$ cat src/rtl/lna_ser_pkg.sv
// LNA serial programming: shared header with the LNA control register block.
// Holds frame width, FSM encodings and the frame bit order.
package lna_ser_pkg;

    localparam int LNA_FRAME_W = 4;
    localparam int CNT_W       = 8;

    // Bit positions inside the frame word; pd goes out first.
    localparam int PD_BIT   = 3;
    localparam int MODE_MSB = 2;

    typedef enum logic [1:0] {
        ST_IDLE  = 2'd0,
        ST_SHIFT = 2'd1,
        ST_LOAD  = 2'd2
    } state_e;

    function automatic logic [LNA_FRAME_W-1:0] frame_word(
        input logic       pd,
        input logic [2:0] mode
    );
        logic [LNA_FRAME_W-1:0] w;
        w                  = '0;
        w[PD_BIT]          = pd;
        w[MODE_MSB:0]      = mode;
        return w;
    endfunction

endpackage

$ cat src/rtl/lna_ser_tick.sv
// Half-period tick generator for the LNA serializer.
// Counts 0..HALF-1 while enabled and pulses tick on the last count.
module lna_ser_tick
    import lna_ser_pkg::*;
#(
    parameter int HALF = 2
) (
    input  logic clk,
    input  logic rst,
    input  logic clr,
    input  logic en,
    output logic tick
);

    localparam logic [CNT_W-1:0] LAST = CNT_W'(HALF - 1);

    logic [CNT_W-1:0] cnt_q;
    logic [CNT_W-1:0] cnt_d;

    always_comb begin
        cnt_d = cnt_q;
        if (clr) begin
            cnt_d = '0;
        end else if (en) begin
            cnt_d = (cnt_q == LAST) ? '0 : cnt_q + 1'b1;
        end
    end

    assign tick = en && !clr && (cnt_q == LAST);

    always_ff @(posedge clk) begin
        if (rst) begin
            cnt_q <= '0;
        end else begin
            cnt_q <= cnt_d;
        end
    end

endmodule

$ cat src/rtl/lna_ser.sv
// LNA serializer: shifts {pd, mode} MSB first on sclk, then pulses sload.
// A new frame is sent whenever the word differs from the last one sent.
module lna_ser
    import lna_ser_pkg::*;
#(
    parameter int HALF    = 2,
    parameter int FRAME_W = LNA_FRAME_W
) (
    input  logic       clk,
    input  logic       rst,
    input  logic       pd,
    input  logic [2:0] mode,
    output logic       sclk,
    output logic       sdata,
    output logic       sload,
    output logic       busy
);

    localparam int BIT_W = (FRAME_W > 1) ? $clog2(FRAME_W) : 1;
    localparam logic [BIT_W-1:0] BIT_TOP = BIT_W'(FRAME_W - 1);

    state_e             state_q, state_d;
    logic [FRAME_W-1:0] shreg_q, shreg_d;
    logic [FRAME_W-1:0] s_q, s_d;
    logic               init_q, init_d;
    logic [BIT_W-1:0]   bit_q, bit_d;
    logic               ph_q, ph_d;
    logic               sclk_q, sclk_d;
    logic               sdata_q, sdata_d;
    logic               sload_q, sload_d;
    logic               busy_q, busy_d;

    logic [FRAME_W-1:0] w;
    logic               req;
    logic               tick;
    logic               tick_clr;
    logic               tick_en;

    assign w       = FRAME_W'(frame_word(pd, mode));
    assign req     = (w != s_q) || init_q;
    assign tick_en = (state_q != ST_IDLE);

    lna_ser_tick #(
        .HALF (HALF)
    ) u_tick (
        .clk  (clk),
        .rst  (rst),
        .clr  (tick_clr),
        .en   (tick_en),
        .tick (tick)
    );

    always_comb begin
        state_d  = state_q;
        shreg_d  = shreg_q;
        s_d      = s_q;
        init_d   = init_q;
        bit_d    = bit_q;
        ph_d     = ph_q;
        sclk_d   = sclk_q;
        sdata_d  = sdata_q;
        sload_d  = sload_q;
        busy_d   = busy_q;
        tick_clr = 1'b0;

        unique case (state_q)
            ST_IDLE: begin
                if (req) begin
                    state_d  = ST_SHIFT;
                    shreg_d  = w;
                    s_d      = w;
                    init_d   = 1'b0;
                    bit_d    = BIT_TOP;
                    ph_d     = 1'b0;
                    sclk_d   = 1'b0;
                    sdata_d  = w[FRAME_W-1];
                    busy_d   = 1'b1;
                    tick_clr = 1'b1;
                end
            end
            ST_SHIFT: begin
                if (tick) begin
                    if (!ph_q) begin
                        ph_d   = 1'b1;
                        sclk_d = 1'b1;
                    end else if (bit_q == '0) begin
                        // sdata keeps bit 0 through the latch phase
                        state_d = ST_LOAD;
                        ph_d    = 1'b0;
                        sclk_d  = 1'b0;
                        sload_d = 1'b1;
                    end else begin
                        bit_d   = bit_q - 1'b1;
                        ph_d    = 1'b0;
                        sclk_d  = 1'b0;
                        sdata_d = shreg_q[bit_q - 1'b1];
                    end
                end
            end
            ST_LOAD: begin
                if (tick) begin
                    state_d = ST_IDLE;
                    sload_d = 1'b0;
                    busy_d  = 1'b0;
                end
            end
            default: begin
                state_d = ST_IDLE;
                sclk_d  = 1'b0;
                sload_d = 1'b0;
                busy_d  = 1'b0;
            end
        endcase
    end

    always_ff @(posedge clk) begin
        if (rst) begin
            state_q <= ST_IDLE;
            shreg_q <= '0;
            s_q     <= '0;
            init_q  <= 1'b1;
            bit_q   <= '0;
            ph_q    <= 1'b0;
            sclk_q  <= 1'b0;
            sdata_q <= 1'b0;
            sload_q <= 1'b0;
            busy_q  <= 1'b0;
        end else begin
            state_q <= state_d;
            shreg_q <= shreg_d;
            s_q     <= s_d;
            init_q  <= init_d;
            bit_q   <= bit_d;
            ph_q    <= ph_d;
            sclk_q  <= sclk_d;
            sdata_q <= sdata_d;
            sload_q <= sload_d;
            busy_q  <= busy_d;
        end
    end

    assign sclk  = sclk_q;
    assign sdata = sdata_q;
    assign sload = sload_q;
    assign busy  = busy_q;

endmodule

$ cat config.mk
export PLATFORM = sky130hd
export DESIGN_NAME = lna_ser
export DESIGN_NICKNAME = d
export VERILOG_FILES = /design/src/rtl/lna_ser_pkg.sv /design/src/rtl/lna_ser_tick.sv /design/src/rtl/lna_ser.sv
export SDC_FILE = /design/constraint.sdc
export NUM_CORES = 1
export LEC_CHECK = 0
export ABC_AREA = 1
export ABC_CLOCK_PERIOD_IN_PS = 1630
export BUFFER_PORTS_ARGS = -buffer_cell sky130_fd_sc_hd__buf_4
export CAP_MARGIN = 20
export CORE_UTILIZATION = 30
export CTS_BUF_LIST = sky130_fd_sc_hd__clkbuf_4
export CTS_CLUSTER_SIZE = 40
export DETAILED_ROUTE_END_ITERATION = 8
export PLACE_DENSITY = 0.57
export SLEW_MARGIN = 0
export SYNTH_ARGS = -nofsm -noshare
export SYNTH_HDL_FRONTEND = slang
export SYNTH_SLANG_ARGS = --single-unit
$ cat constraint.sdc
create_clock -name clk -period 1.63 [get_ports clk]
set_input_delay 0.163 -clock clk [delete_from_list [all_inputs] [get_ports clk]]
set_output_delay 0.163 -clock clk [all_outputs]
set_load 0.005 [all_outputs]
==> impl_metrics.json <==
{
  "status": "complete, no violations",
  "die_y_um": 65.6,
  "synth_area_um2": 1210,
  "coreArea_um2": 3770,
  "drv_slew": 0,
  "grt_use_total_pct": 12.6,
  "clock-sinks": 22,
  "wirelength_um": 2360,
  "dr.pass1.iters": 4,
  "dpl.hpwl_um": 1790,
  "clk_latency_ns": 0.31,
  "instances_no_fill": 240,
  "cp_max_fo": 5,
  "hold_violations": 0,
  "met2_usage_pct": 20.5,
  "synth_top_area_share_pct": 36.3,
  "yosysSeqAreaShare_pct": 36.3,
  "die_area_um2": 4310,
  "fin_skew_ns": 0.00764,
  "cts_htree_levels": 1,
  "drive_gt1_share_pct": 16.7,
  "tightest_slew_ns": 0.406,
  "drtIter0Drc": 34,
  "dp.cells": 236,
  "yosysMostFrequentCell": "nand2_1",
  "start_kind": "flip-flop",
  "slowest_stage": "dfxtp_1",
  "grt_pass1_wl_um": 4250,
  "min_period_over_period_pct": 88.0,
  "areaGrowthSynthToFinish_pct": 13.2,
  "drc": 0,
  "dpl_cell_area_um2": 1350,
  "ios": 10,
  "grt_max_degree": 14,
  "fmax_ghz": 0.697,
  "cts-root-buf": "clkbuf_4",
  "crit_type": "reg2reg",
  "setup_violations": 0,
  "gr-total-overflow": 0,
  "yosysTopAreaCell": "dfxtp_1",
  "cts_buffers": 3,
  "synth_area_leaders": "dfxtp_1 36%, nand2_1 14%, nor2_1 8.3%, inv_1 7.7%, a21oi_1 4.1%",
  "maxCapViolCount": 0,
  "synthCells": 178,
  "worstPathCellList": "inv_1, ha_1, nand3_1, nor2_4, inv_1, o21ai_0, nand2_1, nand2_1, nor2_1",
  "cts_setup_buffers": 0,
  "gp_congestion": 0.826,
  "yosys_warnings": 0,
  "synth.avg_cell_area_um2": 6.83,
  "grt_use_met1_pct": 16.4,
  "drt.antenna.violating_nets": 0,
  "start_util_pct": 32.2,
  "die_w_um": 65.6,
  "postCtsHoldBufs": 0,
  "critical_path_arrival_ns": 1.65,
  "layout.nets": 202,
  "synth_edf_count": 0,
  "p_leak_nw": 0.624,
  "met3_usage_pct": 3.13,
  "synth_seq_cells": 22,
  "async_flop_share_pct": 0,
  "drt-wirelength-per-cell_um": 9.81,
  "cpLargestDelayFamily": "simple AND/OR/NAND/NOR gates",
  "yosys.cell_types.count": 27,
  "critPathRequiredTime_ns": 1.84,
  "holdCritPathClass": "in2reg",
  "fin_crit_ns": 1.43,
  "antenna_found_initial": 0,
  "num_vias": 1084,
  "setup_slack_ns": 0.195,
  "cp_num_buf_inv": 2,
  "power_density_nw_per_um2": 803,
  "clk_transition_reported_paths_ns": 0.13,
  "dpl_worst_slack_ns": 0.0965,
  "crit_path_end_kind": "flip-flop",
  "critPathMaxStageDelay_ns": 0.33,
  "avgViaCountPerCell": 4.52,
  "synthesis.nets": 187,
  "rows": 22,
  "ys.flop_type": "dfxtp_1",
  "synth_commonest_cells": "46 x nand2_1, 27 x nor2_1, 25 x inv_1",
  "irDropWorstVdd_mv": 0.593,
  "gr-max-usage-layer": "met2",
  "total_power_w": 0.00110,
  "clockBufferDepth": 2,
  "grt_pass1_vias": 987,
  "portBuffers": 9,
  "diodes": 0,
  "postLayoutCellArea_um2": 1380,
  "cts_tree": "yes",
  "timing.slew.headroom_pct": 72.9
}
## state kept, by name, indices dropped and copies added, names as in the netlist
register and count:
u_tick.cnt_q 8, init_q 1, sdata 1, busy 1
sload 1, ph_q 1, bit_q 2, state_q 2
s_q 4, sclk 1
## layout make-up
class,count,area [um^2]
Timing Repair Buffer,12,90.1
Clock buffer,3,22.5
Fill cell,414,2400
Tap cell,48,60.1
Inverter,28,108
Multi-Input combinational cell,126,651
Sequential cell,22,440
Clock inverter,1,3.75
## repair_timing
action / 4_1_cts / 5_1_grt
hold endpoints to repair: 0 / 0
setup endpoints to repair: 0 / 6
gates resized for setup: 0 / 1
## power by group
| group | switching [W] | leakage [nW] | internal (W) |
|---|---|---|---|
| clock | 0.000167 | 0.0154 | 0.0000894 |
| combinational | 0.000155 | 0.428 | 0.0000932 |
| sequential | 0.0000256 | 0.181 | 0.000575 |
## placed cells by master, fill, tap and decap left out, types with 2 or more instances in the layout
master / synthesis / final
nor2_4: 3 / 3
nand3_1: 8 / 8
ha_1: 3 / 3
nor2_2: 3 / 3
buf_4: 0 / 12
a21oi_1: 10 / 10
nand2_2: 1 / 2
inv_2: 2 / 2
clkbuf_4: 1 / 3
inv_1: 25 / 25
o21ai_0: 8 / 8
dfxtp_1: 22 / 22
nor2_1: 27 / 27
nand2_1: 46 / 45
nand4_1: 5 / 5
nand3_2: 2 / 2
## metrics by stage
step                utilization (%)  setup TNS (ns)  hold WS [ns]
finish                         36.5               0        0.0253
detailed placement             35.7               0         0.360
global route                   36.5        -0.00314        0.0111
CTS                            36.4               0        0.0104
floorplan                         -               0         0.232
global placement               35.7               0         0.360
## kinds of logic after synthesis
logic type	share of synthesized area (%)
fa+ha+maj	3.09
flops	36.3
compound gates	10.3
xor+xnor	1.44
buf+inv	10.4
simple gates	38.5
## final timing paths
| path | depth (start not counted) | end | slack (ns) | start |
|---|---|---|---|---|
| max | 9 | ph_q | 0.20 | u_tick.cnt_q[1] |
| min | 2 | sload | 0.03 | rst |
| max reg2reg | 9 | ph_q | 0.20 | u_tick.cnt_q[1] |
| min reg2reg | 2 | init_q | 0.49 | init_q |
## per-layer routing
| layer | routed length (um) | vias to the layer above |
|---|---|---|
| met5 | 0 | - |
| met4 | 18 | 0 |
| met3 | 61 | 2 |
| met2 | 1120 | 11 |
| met1 | 1160 | 483 |
| li1 | - | 588 |
No activity file was read; power rests on OpenSTA's default activity.
